<file path="src/rtl/jt8255_periph.sv">
// Device-side mode 1 handshake engine for jt8255: strobes bytes into port A
// (STBA/IBFA) and drains bytes written to port B (OBFB/ACKB) into a stream sink.
module jt8255_periph #(
  parameter int STB_W  = 2,
  parameter int ACK_W  = 2,
  parameter int IBF_TO = 8
) (
  input  logic       clk,
  input  logic       rstn,
  input  logic       en,
  input  logic [7:0] tx_data,
  input  logic       tx_valid,
  output logic       tx_ready,
  output logic       tx_err,
  output logic [7:0] rx_data,
  output logic       rx_valid,
  input  logic       rx_ready,
  output logic [7:0] pa_dout,
  input  logic [7:0] pb_din,
  input  logic [7:0] pc_din,
  output logic [7:0] pc_dout,
  output logic [1:0] dbg_tx_state,
  output logic [1:0] dbg_rx_state
);

  typedef enum logic [1:0] {
    TX_IDLE     = 2'd0,
    TX_STROBE   = 2'd1,
    TX_WAIT_IBF = 2'd2,
    TX_WAIT_RD  = 2'd3
  } tx_state_t;

  typedef enum logic [1:0] {
    RX_IDLE     = 2'd0,
    RX_ACK      = 2'd1,
    RX_WAIT_OBF = 2'd2
  } rx_state_t;

  localparam logic [3:0] STB_LAST = 4'(STB_W);
  localparam logic [3:0] ACK_LAST = 4'(ACK_W);
  localparam logic [7:0] TO_LAST  = 8'(IBF_TO - 1);

  tx_state_t  r_tx_state;
  rx_state_t  r_rx_state;
  logic [7:0] r_pa_dout;
  logic       r_stba;
  logic [3:0] r_stb_cnt;
  logic [7:0] r_to_cnt;
  logic       r_tx_err;
  logic [7:0] r_rx_data;
  logic       r_rx_valid;
  logic       r_ackb;
  logic [3:0] r_ack_cnt;

  logic w_ibfa;
  logic w_obfb_n;
  logic w_tx_fire;
  logic w_rx_free;
  logic w_rx_cap;
  logic w_unused;

  assign w_ibfa   = pc_din[5];
  assign w_obfb_n = pc_din[1];
  assign w_unused = &{1'b0, pc_din[7:6], pc_din[4:2], pc_din[0]};

  // Both streams: a beat transfers on the edge where valid & ready are high;
  // valid/data hold until then and never depend on ready.
  assign tx_ready  = (r_tx_state == TX_IDLE) && en;
  assign w_tx_fire = tx_valid && tx_ready;
  assign w_rx_free = !r_rx_valid || rx_ready;
  assign w_rx_cap  = (r_rx_state == RX_IDLE) && en && !w_obfb_n && w_rx_free;

  always_ff @(posedge clk or negedge rstn) begin
    if (!rstn) begin
      r_tx_state <= TX_IDLE;
      r_pa_dout  <= 8'hFF;
      r_stba     <= 1'b1;
      r_stb_cnt  <= 4'd0;
      r_to_cnt   <= 8'd0;
      r_tx_err   <= 1'b0;
    end else begin
      r_tx_err <= 1'b0;
      case (r_tx_state)
        TX_IDLE: begin
          if (w_tx_fire) begin
            r_pa_dout  <= tx_data;
            r_stba     <= 1'b0;
            r_stb_cnt  <= 4'd1;
            r_tx_state <= TX_STROBE;
          end
        end
        TX_STROBE: begin
          if (r_stb_cnt >= STB_LAST) begin
            r_stba     <= 1'b1;
            r_to_cnt   <= 8'd0;
            r_tx_state <= TX_WAIT_IBF;
          end else begin
            r_stb_cnt <= r_stb_cnt + 4'd1;
          end
        end
        TX_WAIT_IBF: begin
          // IBFA arriving on the last allowed cycle still counts as success.
          if (w_ibfa) begin
            r_tx_state <= TX_WAIT_RD;
          end else if (r_to_cnt >= TO_LAST) begin
            r_tx_err   <= 1'b1;
            r_tx_state <= TX_IDLE;
          end else begin
            r_to_cnt <= r_to_cnt + 8'd1;
          end
        end
        TX_WAIT_RD: begin
          if (!w_ibfa) r_tx_state <= TX_IDLE;
        end
        default: r_tx_state <= TX_IDLE;
      endcase
    end
  end

  always_ff @(posedge clk or negedge rstn) begin
    if (!rstn) begin
      r_rx_state <= RX_IDLE;
      r_rx_data  <= 8'h00;
      r_rx_valid <= 1'b0;
      r_ackb     <= 1'b1;
      r_ack_cnt  <= 4'd0;
    end else begin
      // A capture in the same cycle as a consume keeps valid high with new data.
      if (w_rx_cap) begin
        r_rx_data  <= pb_din;
        r_rx_valid <= 1'b1;
      end else if (r_rx_valid && rx_ready) begin
        r_rx_valid <= 1'b0;
      end
      case (r_rx_state)
        RX_IDLE: begin
          if (w_rx_cap) begin
            r_ackb     <= 1'b0;
            r_ack_cnt  <= 4'd1;
            r_rx_state <= RX_ACK;
          end
        end
        RX_ACK: begin
          if (r_ack_cnt >= ACK_LAST) begin
            r_ackb     <= 1'b1;
            r_rx_state <= RX_WAIT_OBF;
          end else begin
            r_ack_cnt <= r_ack_cnt + 4'd1;
          end
        end
        RX_WAIT_OBF: begin
          if (w_obfb_n) r_rx_state <= RX_IDLE;
        end
        default: r_rx_state <= RX_IDLE;
      endcase
    end
  end

  assign tx_err       = r_tx_err;
  assign rx_data      = r_rx_data;
  assign rx_valid     = r_rx_valid;
  assign pa_dout      = r_pa_dout;
  assign pc_dout      = {3'b111, r_stba, 1'b1, r_ackb, 2'b11};
  assign dbg_tx_state = r_tx_state;
  assign dbg_rx_state = r_rx_state;

endmodule

</file>
<file path="config.mk">
export PLATFORM = sky130hd
export DESIGN_NAME = jt8255_periph
export DESIGN_NICKNAME = d
export VERILOG_FILES = /design/src/rtl/jt8255_periph.sv
export SDC_FILE = /design/constraint.sdc
export NUM_CORES = 1
export LEC_CHECK = 0
export BUFFER_PORTS_ARGS = -buffer_cell sky130_fd_sc_hd__clkbuf_2
export CAP_MARGIN = 5
export CELL_PAD_IN_SITES_DETAIL_PLACEMENT = 1
export CELL_PAD_IN_SITES_GLOBAL_PLACEMENT = 1
export CORE_MARGIN = 1
export CORE_UTILIZATION = 39
export DETAILED_ROUTE_END_ITERATION = 12
export HOLD_SLACK_MARGIN = 0.15
export PLACE_DENSITY = 0.9
export SYNTH_ARGS = -nofsm -noshare
export SYNTH_HDL_FRONTEND = slang
export SYNTH_SLANG_ARGS = --single-unit
</file>
<file path="constraint.sdc">
create_clock -name clk -period 1.7 [get_ports clk]
set_input_delay 0.085 -clock clk [delete_from_list [all_inputs] [get_ports clk]]
set_output_delay 0.085 -clock clk [all_outputs]
set_load 0.01 [all_outputs]
</file>
==> After elaboration in Yosys (flattened, before gate mapping) <==
Cells that the tools add are included.
{ "word_totals": {"reg_bits": 40, "in_bits": 29, "output_inout_bits": 31, "word_cells": 87} }
{ "op_classes": {"add_sub_neg": 3, "n_lt_le_gt_ge": 3, "eq_ne": 16, "mux": 31, "reduce_logical": 23} }
{ "op_table": {"columns": ["operator", "n"], "rows": [
  ["$mux W8", 3],
  ["$ne A2 B2 Y1 const B", 10],
  ["$mux W2", 8],
  ["$mux W4", 4],
  ["$pmux W4 S2", 2],
  ["$pmux W8 S2", 1],
  ["$reduce_and A3 Y1", 5],
  ["$mux W1", 9],
  ["$add A4 B1 Y4 const B", 2],
  ["$add A8 B1 Y8 const B", 1],
  ["$ge A4 B2 Y1 const B", 2],
  ["$ge A8 B3 Y1 const B", 1],
  ["$pmux W2 S4", 1],
  ["$reduce_and A4 Y1", 2],
  ["$reduce_bool A2 Y1", 4],
  ["$eq A2 B2 Y1 const B", 3],
  ["$logic_and A1 B1 Y1", 6],
  ["$pmux W2 S3", 1],
  ["$eq A2 B1 Y1 const B", 2],
  ["$logic_not A2 Y1", 2],
  ["$pmux W1 S2", 2],
  ["$ne A3 B3 Y1 const B", 1],
  ["$logic_not A1 Y1", 2],
  ["$reduce_and A2 Y1", 1],
  ["$logic_or A1 B1 Y1", 1]
]} }

==> Longest topological paths before layout <==
{ "logic_depth": {"ltp_word": 6, "depth_mapped": 5} }

==> Worst setup path before layout <==
OpenSTA, ideal clock, no wires.
{ "synth_timing": {"path_type": "register -> register", "startpoint": "register r_ack_cnt[0]", "endpoint": "register r_ack_cnt[1]", "arrival_ns": 1.484, "required_time_ns": 1.636, "slack_ns": 0.152, "path_stages_with_launch": 6, "n_path_buf": 0, "path_cell_list": "dfrtp_1 inv_1 ha_1 or4_4 nor4b_1 a21o_1"} }
{ "synth_between": {"elab_chain_cells": 3} }
{ "synth_rtl": {"columns": ["element", "line", "source"], "rows": [
  ["from (decl)", "53", "logic [3:0] r_ack_cnt;"],
  ["from (signal assigned)", "148", "r_ack_cnt <= r_ack_cnt + 4'd1;"],
  ["$add A4 B1 Y4 or $ge A4 B2 Y1 (tied branches)", "148, 144", null],
  ["$mux W4 or $ne A2 B2 Y1 (tied branches)", null, null],
  ["$pmux W4 S2 or $reduce_and A3 Y1 (tied branches)", null, null]
]} }
Parallel ways exist; a longest one is shown, timed or not. The select of a mux whose other input is x is not followed.
A chain may end at the register's enable or synchronous reset.

==> Final worst setup path <==
{ "layout_timing": {"startpoint": "register r_ack_cnt[1]", "endpoint": "register r_ack_cnt[0]"} }
{ "layout_between": {"elab_chain_cells": 3} }
{ "layout_rtl": {"columns": ["element", "line", "source"], "rows": [
  ["$ge A4 B2 Y1", "144", "if (r_ack_cnt >= ACK_LAST) begin"],
  ["$ne A2 B2 Y1 (no source line)", null, null],
  ["$reduce_and A3 Y1 (no source line)", null, null]
]} }
Every way passes these cells.

==> flow_summary.toml <==
[outcome]
outcome = "finished, violations left"
violations = "DRC"

[timing]
period_minus_slack_ns = 1.619
skew_ns = 0.01459
hold_violations = 0
tightest_slew_ns = 0.5156
setup_viol = 0
whs_ns = 0.2368
fin_tns_setup_ns = 0
max_freq_mhz = 617.6
drv_slew = 0
finalCritPeriodShare_pct = 95.25
grt_setup_unrepaired = "no"
relSlewSlack_pct = 65.62
layout_setup_ws_ns = 0.08075

[floorplanning]
die_x_um = 71.33
die_y_um = 71.33
io_pins = 60
start_util_pct = 41.89
num_rows = 24
die_area_mm2 = 0.005087
core_region_area_mm2 = 0.004474

[cells_and_area]
drive_above_1_share_pct = 44.44
diodes = 0
nets = 258
area_growth_syn_to_layout_pct = 31.04
stdcell_count = 277

[yosys]
ys_dominant_reg_cell = "dfrtp_1"
synth_edf_count = 0
yosys-top-cells-area = "dfrtp_1 40%, dfstp_2 14%, mux2_2 7.2%, mux2_4 4.0%, ha_1 3.3%"
yosysSeqAreaShare_pct = 54.07
yosys_warnings = 0
async_flop_share_pct = 100.0
synth-seq-cells = 40
synth.most_common_cell = "dfrtp_1"
yosysTopAreaCellShare_pct = 40.05
synthCells = 150
syn_avg_cell_area_um2 = 12.50
synth_top_area_cell = "dfrtp_1"
syn_area_mm2 = 0.001874
synthTopCellsByCount = "30 x dfrtp_1, 12 x mux2_2, 10 x dfstp_2, 8 x buf_4"
ys_types = 41

[placed_design]
hpwl_mm = 3.008
io_buffers = 47
place.gp.congestion = 0.7594
post-place-ws_ns = 0.05284
dp.cells = 248

[grt]
grt_max_degree = 41
overflow = 0
track_usage_pct = 22.03
grt_pass1_vias = 1580
grt_pass1_wl_mm = 8.211
antenna_found_initial = 0

[worst_setup_path]
path_class = "reg -> reg"
critPathArrivalTime_ns = 1.84
path_max_fanout = 5
rr_startpoint = "r_ack_cnt[1]"
worstPathRequired_ns = 1.92
r2r_cells = 4
worstSetupStartpointType = "flip-flop"
startpoint = "r_ack_cnt[1]"
crit_path_end_kind = "flip-flop"

[route]
via_count = 1458
wl_per_cell_um = 18.64
drt-vias-per-instance = 5.264
drt_iter0_markers = 80
drt-total-wl_mm = 5.162
ant_nets = 0
drt_first_pass_iters = 8
drc = 1

[pwr]
peakVddDrop_mv = 0.9674
power_density_mw_per_mm2 = 1640
leakage_nw = 1.204

[hold_path]
hold_start = "en"
hold_class = "in -> reg"
hold_path_depth = 4

[clocking]
cts_buffers = 5
cts_tree = "built"
clock-sinks = 40
clk_pin_slew_worst_paths_ns = 0.08
clk_path_buf_depth = 2
insertion_delay_ns = 0.30
cts_root_buf = "clkbuf_8"
htree_levels = 2

[job]
cap_violations = 0
flip-flops by register name, summed over array words and instances, names as in the netlist:
| signal | cells |
|---|---|
| pa_dout | 8 |
| r_to_cnt | 8 |
| rx_data | 8 |
| r_ack_cnt | 4 |
| r_stb_cnt | 4 |
| dbg_rx_state | 2 |
| dbg_tx_state | 2 |
| r_ackb | 1 |
| r_stba | 1 |
| rx_valid | 1 |
| tx_err | 1 |
logic make-up after synthesis:
logic type                 share of synthesized area, %
and+or+nand+nor                                   14.55
AOI/OAI and AO/OA                                 8.946
buffers and inverters                             6.609
muxes                                             12.28
adders and majority gates                         3.338
DFF                                               54.07
other                                            0.2001
report_power, final:
| part | total [W] | switching [W] | internal, W |
|---|---|---|---|
| combinational | 0.00166 | 0.000831 | 0.000833 |
| clock | 0.000638 | 0.000350 | 0.000289 |
| sequential | 0.00173 | 0.000336 | 0.00139 |
| total | 0.00403 | 0.00152 | 0.00251 |
worst max-delay path: stages, from the launching register on:
cell	delay [ns]
dfrtp_2	0.44
ha_1	0.22
or4_4	0.47
a31oi_2	0.22
nor3b_2	0.19
cells in the final DEF, fill, tap and decap left out, drive strengths merged, types with 3 or more instances in the layout:
master	synthesis	routed
clkbuf	0	54
dfrtp	30	30
dlygate4sd3	0	20
mux2	17	17
dfstp	10	10
buf	13	8
inv	7	7
nor2b	7	7
o21ai	6	6
conb	1	6
nand2	6	6
ha	5	5
a21oi	4	4
nand2b	4	4
nor2	3	3
nor3	3	3
nor3b	3	3
nor4	3	3
a31oi	3	3
worst paths after layout:
| check | to | slack (ns) |
|---|---|---|
| max in group asynchronous | pa_dout[4] | 0.93 |
| max reg2reg | r_ack_cnt[0] | 0.08 |
| min | rx_valid | 0.24 |
| max | r_ack_cnt[0] | 0.08 |
| min in group asynchronous | rx_data[0] | 0.38 |
| min reg2reg | r_to_cnt[4] | 0.53 |
metrics by stage:
| stage | power [W] | utilization [%] | area, um2 |
|---|---|---|---|
| after floorplan | 0.002684 | - | 1893 |
| after detailed placement | 0.003230 | 48.01 | 2148 |
| final | 0.004028 | 54.89 | 2456 |
| after global placement | 0.003117 | 48.01 | 2148 |
| after global routing | 0.004262 | 54.89 | 2456 |
| after CTS | 0.003902 | 54.42 | 2435 |
layout make-up:
| class | count | area, um2 |
|---|---|---|
| tap | 52 | 65.06 |
| timing repair buffer | 75 | 495.5 |
| clock buffer | 7 | 76.32 |
| fill | 486 | 2018 |
| multi-input combinational | 95 | 773.2 |
| inverter | 7 | 26.28 |
| clock inverter | 1 | 5.005 |
| sequential | 40 | 1015 |
repair_timing:
action                                  4_1_cts  5_1_grt
endpoints found under the hold margin        50        0
gates resized for setup                       1        3
endpoints found under the setup margin        1        3
setup buffers                                 0        1
pin swaps                                     0        1
hold buffers                                 20        0
metal layers:
metal,global-route usage [%],wire [um],vias up
met2,40.95,2911,48
li1,-,-,657
met1,23.30,1886,740
met3,4.501,185,13
met4,11.78,179,0
met5,0,0,-
No activity file was read; power rests on OpenSTA's default activity.
